## config.mk

```make
export PLATFORM = sky130hd
export DESIGN_NAME = gpio_sampler
export DESIGN_NICKNAME = d
export VERILOG_FILES = /design/src/rtl/gpio_sampler.sv
export SDC_FILE = /design/constraint.sdc
export NUM_CORES = 1
export LEC_CHECK = 0
export CAP_MARGIN = 10
export CORE_UTILIZATION = 41
export DETAILED_ROUTE_END_ITERATION = 8
export SLEW_MARGIN = 10
export SYNTH_ARGS = -nofsm -noshare
export SYNTH_HDL_FRONTEND = slang
export SYNTH_HIERARCHICAL = 1
export SYNTH_SLANG_ARGS = --single-unit
```

## constraint.sdc

```tcl
create_clock -name clk_i -period 7.6 [get_ports clk_i]
set_input_delay 1.52 -clock clk_i [delete_from_list [all_inputs] [get_ports clk_i]]
set_output_delay 1.52 -clock clk_i [all_outputs]
set_load 0.01 [all_outputs]
```

## src/rtl/gpio_sampler.sv

```systemverilog
// gpio_sampler_fifo: generic synchronous FIFO for sampled pin words.
// Latency: a pushed word is at the head the cycle after the push.
// Backpressure: a push is refused only when full with no same-cycle pop; push_acc_o reports acceptance.
module gpio_sampler_fifo #(
  parameter int WIDTH = 29,
  parameter int DEPTH = 8
) (
  input  logic                   clk_i,
  input  logic                   rst_ni,
  input  logic                   push_i,
  input  logic [WIDTH-1:0]       push_dat_i,
  output logic                   push_acc_o,
  input  logic                   pop_i,
  output logic [WIDTH-1:0]       head_dat_o,
  output logic                   empty_o,
  output logic [$clog2(DEPTH):0] level_o
);
  localparam int AW = $clog2(DEPTH);
  localparam logic [AW:0]   FULL_LVL = (AW+1)'(DEPTH);
  localparam logic [AW:0]   LVL_ONE  = (AW+1)'(1);
  localparam logic [AW-1:0] PTR_ONE  = AW'(1);

  logic [WIDTH-1:0] mem_q [DEPTH];
  logic [AW-1:0]    wr_ptr_q, wr_ptr_d, rd_ptr_q, rd_ptr_d;
  logic [AW:0]      level_q, level_d;
  logic             pop_acc;

  assign empty_o    = (level_q == '0);
  assign pop_acc    = pop_i & ~empty_o;
  // A full FIFO still accepts a push when the head leaves in the same cycle.
  assign push_acc_o = push_i & ((level_q != FULL_LVL) | pop_acc);
  assign head_dat_o = mem_q[rd_ptr_q];
  assign level_o    = level_q;

  // Pointer and fill-level next state; simultaneous push and pop keep the level.
  always_comb begin
    wr_ptr_d = wr_ptr_q;
    rd_ptr_d = rd_ptr_q;
    level_d  = level_q;
    if (push_acc_o) wr_ptr_d = wr_ptr_q + PTR_ONE;
    if (pop_acc)    rd_ptr_d = rd_ptr_q + PTR_ONE;
    if (push_acc_o & ~pop_acc)      level_d = level_q + LVL_ONE;
    else if (pop_acc & ~push_acc_o) level_d = level_q - LVL_ONE;
  end

  // Pointer/level registers; reset empties the FIFO and discards its contents.
  always_ff @(posedge clk_i or negedge rst_ni) begin
    if (!rst_ni) begin
      wr_ptr_q <= '0;
      rd_ptr_q <= '0;
      level_q  <= '0;
    end else begin
      wr_ptr_q <= wr_ptr_d;
      rd_ptr_q <= rd_ptr_d;
      level_q  <= level_d;
    end
  end

  // Storage array; contents are only meaningful below the fill level.
  always_ff @(posedge clk_i) begin
    if (push_acc_o) mem_q[wr_ptr_q] <= push_dat_i;
  end
endmodule

// gpio_sampler: GPIO with direction/output registers and a divider-timed input sampler feeding a FIFO.
// Latency: pins reach the sampler after 2 sync flops; a sample is on rx the cycle after its tick; read response 1 cycle.
// Backpressure: rx_wren_o never while rx_full_i; a pending response stalls tx_rden_o; samples are dropped when the FIFO is full.
module gpio_sampler #(
  parameter int          NUM_PINS   = 16,
  parameter int          FIFO_DEPTH = 8,
  parameter logic [23:0] PERIPH_ID  = 24'h000001
) (
  input  logic                clk_i,
  input  logic                rst_ni,
  input  logic [NUM_PINS-1:0] in_i,
  output logic [NUM_PINS-1:0] out_o,
  output logic [NUM_PINS-1:0] tristate_o,
  input  logic [28:0]         tx_data_i,
  input  logic                tx_empty_i,
  output logic                tx_rden_o,
  output logic [28:0]         rx_data_o,
  output logic                rx_wren_o,
  input  logic                rx_full_i,
  output logic                idle_o
);
  localparam int LW = $clog2(FIFO_DEPTH) + 1;

  typedef struct packed {
    logic        cfg;
    logic        wr;
    logic [2:0]  addr;
    logic [23:0] dat;
  } pkt_t;

  typedef struct packed {
    logic        cfg;
    logic        ovf;
    logic [2:0]  seq;
    logic [23:0] dat;
  } smp_t;

  pkt_t                tx_pkt;
  logic                cfg_wr, cfg_rd, data_wr, div_wr, status_wr;
  logic [23:0]         rd_val;
  logic                tick, changed, push_req, push_acc, drop, pop;
  smp_t                smp;
  logic [28:0]         fifo_head;
  logic                fifo_empty;
  logic [LW-1:0]       fifo_level;

  logic [NUM_PINS-1:0] sync1_q, sync_q;
  logic                en_q, en_d, mode_q, mode_d;
  logic [23:0]         div_q, div_d, cnt_q, cnt_d;
  logic [NUM_PINS-1:0] dir_q, dir_d, out_q, out_d, emask_q, emask_d, last_q, last_d;
  logic [2:0]          seq_q, seq_d;
  logic                pend_ovf_q, pend_ovf_d, ovf_sticky_q, ovf_sticky_d;
  pkt_t                resp_q, resp_d;
  logic                resp_pend_q, resp_pend_d;
  logic                idle_q, idle_d;

  assign tx_pkt    = pkt_t'(tx_data_i);
  assign tx_rden_o = ~tx_empty_i & ~resp_pend_q;
  assign cfg_wr    = tx_rden_o & tx_pkt.cfg & tx_pkt.wr;
  assign cfg_rd    = tx_rden_o & tx_pkt.cfg & ~tx_pkt.wr;
  assign data_wr   = tx_rden_o & ~tx_pkt.cfg;
  assign div_wr    = cfg_wr & (tx_pkt.addr == 3'd1);
  assign status_wr = cfg_wr & (tx_pkt.addr == 3'd5);

  assign out_o      = out_q;
  assign tristate_o = ~dir_q;

  // Responses win the rx port over samples; samples leave only when no response waits.
  assign rx_wren_o = ~rx_full_i & (resp_pend_q | ~fifo_empty);
  assign rx_data_o = resp_pend_q ? resp_q : fifo_head;
  assign pop       = rx_wren_o & ~resp_pend_q;
  assign idle_o    = idle_q;

  assign tick     = en_q & (cnt_q == div_q);
  assign changed  = |((sync_q ^ last_q) & emask_q);
  assign push_req = tick & (~mode_q | changed);
  assign drop     = push_req & ~push_acc;
  assign smp      = '{cfg: 1'b0, ovf: pend_ovf_q, seq: seq_q, dat: 24'(sync_q)};

  gpio_sampler_fifo #(
    .WIDTH(29),
    .DEPTH(FIFO_DEPTH)
  ) u_fifo (
    .clk_i      (clk_i),
    .rst_ni     (rst_ni),
    .push_i     (push_req),
    .push_dat_i (smp),
    .push_acc_o (push_acc),
    .pop_i      (pop),
    .head_dat_o (fifo_head),
    .empty_o    (fifo_empty),
    .level_o    (fifo_level)
  );

  // Register read mux; pin-width registers are zero-extended so unused bits read 0.
  always_comb begin
    rd_val = '0;
    case (tx_pkt.addr)
      3'd0:    rd_val = {22'd0, mode_q, en_q};
      3'd1:    rd_val = div_q;
      3'd2:    rd_val = 24'(dir_q);
      3'd3:    rd_val = 24'(out_q);
      3'd4:    rd_val = 24'(emask_q);
      3'd5:    rd_val = {8'd0, 8'(fifo_level), 7'd0, ovf_sticky_q};
      3'd7:    rd_val = PERIPH_ID;
      default: rd_val = '0;
    endcase
  end

  // Host-visible register updates from config writes and data packets.
  always_comb begin
    en_d    = en_q;
    mode_d  = mode_q;
    div_d   = div_q;
    dir_d   = dir_q;
    out_d   = out_q;
    emask_d = emask_q;
    if (cfg_wr) begin
      case (tx_pkt.addr)
        3'd0:    begin en_d = tx_pkt.dat[0]; mode_d = tx_pkt.dat[1]; end
        3'd1:    div_d   = tx_pkt.dat;
        3'd2:    dir_d   = tx_pkt.dat[NUM_PINS-1:0];
        3'd3:    out_d   = tx_pkt.dat[NUM_PINS-1:0];
        3'd4:    emask_d = tx_pkt.dat[NUM_PINS-1:0];
        default: ;
      endcase
    end
    if (data_wr) out_d = tx_pkt.dat[NUM_PINS-1:0];
  end

  // Divider, change reference, sequence/overflow tracking and read-response holding.
  always_comb begin
    // Counter idles at 0 while disabled so enabling always starts a full period.
    if (~en_q | ~en_d | div_wr | tick) cnt_d = '0;
    else                               cnt_d = cnt_q + 24'd1;

    last_d = last_q;
    if ((~en_q & en_d) | tick) last_d = sync_q;

    seq_d      = push_acc ? seq_q + 3'd1 : seq_q;
    pend_ovf_d = pend_ovf_q;
    if (drop)          pend_ovf_d = 1'b1;
    else if (push_acc) pend_ovf_d = 1'b0;

    ovf_sticky_d = ovf_sticky_q;
    if (status_wr) ovf_sticky_d = 1'b0;
    if (drop)      ovf_sticky_d = 1'b1;

    resp_d      = resp_q;
    resp_pend_d = resp_pend_q;
    if (cfg_rd) begin
      resp_d      = '{cfg: 1'b1, wr: 1'b0, addr: tx_pkt.addr, dat: rd_val};
      resp_pend_d = 1'b1;
    end else if (rx_wren_o & resp_pend_q) begin
      resp_pend_d = 1'b0;
    end

    idle_d = fifo_empty & ~resp_pend_q;
  end

  // State registers; reset restores register defaults and drops any pending response.
  always_ff @(posedge clk_i or negedge rst_ni) begin
    if (!rst_ni) begin
      sync1_q      <= '0;
      sync_q       <= '0;
      en_q         <= 1'b0;
      mode_q       <= 1'b0;
      div_q        <= 24'd6250000;
      dir_q        <= '0;
      out_q        <= '0;
      emask_q      <= '1;
      cnt_q        <= '0;
      last_q       <= '0;
      seq_q        <= '0;
      pend_ovf_q   <= 1'b0;
      ovf_sticky_q <= 1'b0;
      resp_q       <= '0;
      resp_pend_q  <= 1'b0;
      idle_q       <= 1'b1;
    end else begin
      sync1_q      <= in_i;
      sync_q       <= sync1_q;
      en_q         <= en_d;
      mode_q       <= mode_d;
      div_q        <= div_d;
      dir_q        <= dir_d;
      out_q        <= out_d;
      emask_q      <= emask_d;
      cnt_q        <= cnt_d;
      last_q       <= last_d;
      seq_q        <= seq_d;
      pend_ovf_q   <= pend_ovf_d;
      ovf_sticky_q <= ovf_sticky_d;
      resp_q       <= resp_d;
      resp_pend_q  <= resp_pend_d;
      idle_q       <= idle_d;
    end
  end
endmodule

```

* After elaboration in Yosys (flattened, before gate mapping)
Memory sizes are Yosys's and may differ from the RTL's.
Index checks and enable logic that the tools add are counted.
** Word-level totals
- Memory bits (writable) :: 160
- Bits in registers :: 191
- Word-level logic and storage cells :: 108
- Memories kept :: 1
** Cells by class
- Add/sub/neg operators :: 6
- Bitwise gates (word level) :: 40
- Muxes and demuxes :: 18
- Eq/ne operators :: 8
- Reductions and logical operators :: 14
** Memory list
- u_fifo.mem_q :: words 8, width 20, rd ports 1, clocked after memory_dff 0, wr ports 1, RTL line 23 : logic [WIDTH-1:0] mem_q [DEPTH];
** Operators with widths (number)
- $pmux W24 S7 :: 1
- $mux W16 :: 3
- $mux W29 :: 1
- $add A24 B1 Y24 const B :: 1
- $eq A24 B24 Y1 :: 1
- $mux W24 :: 1
- $and A1 B1 Y1 :: 19
- $and A16 B16 Y16 :: 1
- $not A16 Y16 :: 1
- $reduce_or A16 Y1 :: 1
- $xor A16 B16 Y16 :: 1
- $reduce_bool A2 Y1 :: 6
- $not A1 Y1 :: 11
- $mux W1 :: 10
- $reduce_and A2 Y1 :: 5
- $add A3 B1 Y3 const B :: 3
- $eq A3 B3 Y1 const B :: 3
- $mux W4 :: 2
- $or A1 B1 Y1 :: 7
- $eq A3 B2 Y1 const B :: 2
- $add A4 B1 Y4 const B :: 1
- $logic_not A4 Y1 :: 1
- $ne A4 B4 Y1 const B :: 1
- $sub A4 B1 Y4 const B :: 1
- other kinds (2) :: 2

* Logic depth before layout (Yosys ltp)
- Depth after elaboration :: 12
- Mapped depth :: 13
- Mapped depth without buffers :: 13

* Modules after synthesis
Netlist, hierarchy kept.
** Modules (own cells, without submodules)
- gpio_sampler_fifo :: instances 1, area each 9396.5 µm², cells an instance 399
- gpio_sampler :: instances 1, area each 8329.2 µm², cells an instance 673

* Worst setup path after synthesis
Ideal clock, no wire load.
- Path kind :: in2reg
- From :: in rx_full_i
- To :: mem u_fifo/mem_q[0][0] (netlist name) (enable)
- Stages :: 4
- Setup slack :: 2.221 ns
- Arrival :: 4.891 ns
- Path buffers :: 0
- Cells stage by stage :: nor3_1 nand2b_1 o21ai_4 nor4_1
** On the way
- Longest elaborated chain between the ends :: 8
** RTL lines
- start: declaration :: RTL line 83 : input logic rx_full_i,
- $not A1 Y1 :: RTL line 133 : assign rx_wren_o = ~rx_full_i & (resp_pend_q | ~fifo_empty);
- $and A1 B1 Y1 :: RTL line 133
- $and A1 B1 Y1 :: RTL line 135 : assign pop = rx_wren_o & ~resp_pend_q;
- $and A1 B1 Y1 :: RTL line 29 : assign pop_acc = pop_i & ~empty_o;
- $or A1 B1 Y1 :: RTL line 31 : assign push_acc_o = push_i & ((level_q != FULL_LVL) | pop_acc);
- $and A1 B1 Y1 :: RTL line 31
- $mux W1 :: RTL line 61 : if (push_acc_o) mem_q[wr_ptr_q] <= push_dat_i;
- $mux W1 (not written as such) :: RTL line 61
- end: declaration :: RTL line 23
Every way passes these cells.

* Worst setup path after layout
- From :: reg u_fifo.rd_ptr_q[0]
- To :: out rx_data_o[0]
** On the way
- Longest elaborated chain between the ends :: 2
** RTL lines
- start: declaration :: RTL line 24 : logic [AW-1:0] wr_ptr_q, wr_ptr_d, rd_ptr_q, rd_ptr_d;
- start signal: assignment :: RTL line 54 : rd_ptr_q <= rd_ptr_d;
- $mem_v2 Z8 W20
- net fifo_head[0] :: RTL line 107 : logic [28:0] fifo_head;
- $mux W29 :: RTL line 134 : assign rx_data_o = resp_pend_q ? resp_q : fifo_head;
- end: declaration :: RTL line 81 : output logic [28:0] rx_data_o,
The timed path passes the listed nets, and every way through them passes these cells.

==> results.toml <==
[status]
status = "complete, no violations"

[sta]
clock_skew_ns = 0.0264
fin_setup_tns_ns = 0
hold_viol = 0
final.min_clock_period_ns = 5.29
tightest_slew_ns = 1.15
fin_crit_sh_pct = 69.6
slew_headroom_pct = 23.2
slew_violations = 0
final.setup.worst_slack_ns = 2.31
fmax_mhz = 189
setup_viol = 0
rsz0062_at_grt = "false"

[setup_path]
required_ns = 6.08
worstSetupEndpointType = "primary output"
worstSetupPathType = "reg -> out"
crit_arrival_ns = 3.77
crit_fanout = 38
critPathLaunchType = "flop"
cp-startpoint = "u_fifo/rd_ptr_q[0]"
r2r_start = "div_q[22]"

[grt]
grt_pass1_vias = 10199
grt_usage_pct = 19.3
grt_max_degree = 75
antenna_found_initial = 1
grt_first_pass_wirelength_um = 63300
grt_remaining_overflow = 0

[floorplanning]
die_area_mm2 = 0.0441
die_x_um = 210
io_pins = 113
start_util_pct = 41.9
die_h_um = 210
num_rows = 75
core-area_mm2 = 0.0423

[layout]
finalInstanceArea_mm2 = 0.0212
nets = 1324
drive_above_1_share_pct = 27.3
layout_commonest_cell = "edfxtp_1"
diodes = 0
syn2layout_area_growth_pct = 19.5
layout_common_cells = "232 x edfxtp_1, 160 x dfrtp_1, 143 x mux2_2, 111 x clkdlybuf4s50_1, 72 x conb_1"
nFillCells = 3545

[logic_synthesis]
ys_async_sr_fraction_pct = 45.2
ys_ff_latch = 423
netlist-cell-type-count = 65
ys.flop_type = "edfxtp_1"
syn_area_per_cell_um2 = 16.5
yosysWarnings = 6
netlist_area_mm2 = 0.0177
syn_inst = 1072
seq_area_frac_synth_pct = 66.5
synth_edf_count = 232

[clocking]
clk_pin_slew_ns = 0.06
cts_buffer_depth = 3
holdBufCountCts = 0
clock_latency_ns = 0.57
clock-sinks = 423
cts_max_level = 2
cts-root-buf = "clkbuf_16"
numCtsBuffers = 44
ctsResizeCount = 0
cts_setup_buffers = 0
tritoncts = "yes"

[power]
p_int_mw = 4.92
pwr-share-comb_pct = 24.6
p_per_area_mw_per_mm2 = 326
p_total_mw = 6.90
swShare_pct = 28.8
power.share.clock_pct = 31.0
seq_power_share_pct = 44.4
cellLeakagePower_nw = 7.83
irDropWorstVdd_uv = 248
power_switching_mw = 1.98

[placement]
dpl_cell_area_mm2 = 0.0197
hpwl_um = 26400
io_buffers = 112
pre_cts_ws_ns = 2.79
gp_congestion = 0.795

[min_path]
hold_start = "sync1_q[4]"
hold_class = "reg -> reg"

[drt]
post_drt_via_cell_ratio = 5.15
routed_wl_um = 41500
route.detailed.drc = 0
drtAntennaViolNets = 0
wire_per_inst_um = 22.1
first_iter_violations = 821
drtPass1Iterations = 5
num_vias = 9671

[run]
max-cap-violations = 0
-- cell usage after synthesis, types with 13 or more instances --
library cell  instances  area [um2]
inv_1                24        90.1
a22oi_1              24         180
mux4_2               58        1310
clkbuf_1             22        82.6
buf_2                18        90.1
nand4_1              15        93.8
edfxtp_1            232        6970
xnor2_1              46         403
mux2i_1              16         160
mux2_2              143        1610
dfstp_2              29         762
nand2_1              48         180
nor3_1               13        65.1
nor2_1               36         135
nand3_1              19        95.1
xor2_1               23         201
dfrtp_1             162        4050
-- sequential cells by signal (all words and copies together) (netlist names) --
name,cells
cnt_q,24
dir_q,16
div_q,24
emask_q,16
en_q,1
idle_o,1
last_q,16
mode_q,1
out_o,16
ovf_sticky_q,1
pend_ovf_q,1
resp_pend_q,1
resp_q,28
seq_q,3
sync1_q,16
sync_q,16
u_fifo/level_o,4
u_fifo/mem_q,232
u_fifo/rd_ptr_q,3
u_fifo/wr_ptr_q,3
-- layer usage --
| layer | track usage (%) | up-vias | wire, um |
|---|---|---|---|
| met3 | 2.92 | 55 | 1820 |
| met5 | 0 | - | 0 |
| met1 | 27.5 | 4982 | 19000 |
| met2 | 31.0 | 244 | 19900 |
| met4 | 5.13 | 0 | 841 |
| li1 | - | 4390 | - |
-- logic make-up (layout without fill, tap and decap cells) --
family / Yosys count / count (layout) / share of synthesized area (%)
multiplexers: 227 / 227 / 18.2
AO/OA/AOI/OAI: 87 / 87 / 3.81
XOR/XNOR: 69 / 69 / 3.41
flip-flops: 423 / 423 / 66.5
adder cells (fa/ha/maj): 8 / 8 / 0.607
other: 1 / 72 / 0.0212
AND/OR/NAND/NOR: 180 / 180 / 5.33
buffers and inverters: 77 / 235 / 2.15
-- critical path, stage by stage (launching register included) --
cell,delay (ns)
dfrtp_4,0.96
buf_4,0.55
mux4_2,0.56
mux2_2,0.28
mux2_2,0.32
clkdlybuf4s50_1,0.49
-- area by class of cell --
cell class	count	area, um2	share of cell area, %
inverter	24	90.1	0.425
timing repair buffer	131	1270	5.98
sequential	423	11800	55.7
clock inverter	20	231	1.09
multi-input combinational	643	5870	27.7
tap	577	722	3.41
clock buffer	60	1210	5.72
-- worst paths after layout --
kind	to	slack [ns]	depth (start not counted)
min reg2reg	sync_q[4]	0.35	0
min	sync_q[4]	0.35	0
max reg2reg	u_fifo/level_o[3]	3.42	12
max	rx_data_o[0]	2.31	5
max in group asynchronous	sync_q[4]	5.27	2
min in group asynchronous	out_o[5]	0.93	1
-- per-stage QoR --
stage	util, %	instances	hold slack, ns
6_report	50.0	1878	0.347
4_1_cts	50.0	1878	0.350
3_5_place_dp	46.6	1798	0.336
3_3_place_gp	46.6	1798	0.333
5_1_grt	50.0	1878	0.355
2_1_floorplan	-	1143	0.331
-- power groups by stage --
stage	combinational [mW]	sequential [mW]	clock (mW)
after floorplan	1.24	2.87	0
after global placement	1.69	3.11	0
after detailed placement	1.70	3.12	0
after CTS	1.72	3.07	2.18
after global routing	1.83	3.11	2.27
final	1.70	3.06	2.14
Note: power is estimated with default switching activity, not from simulation.
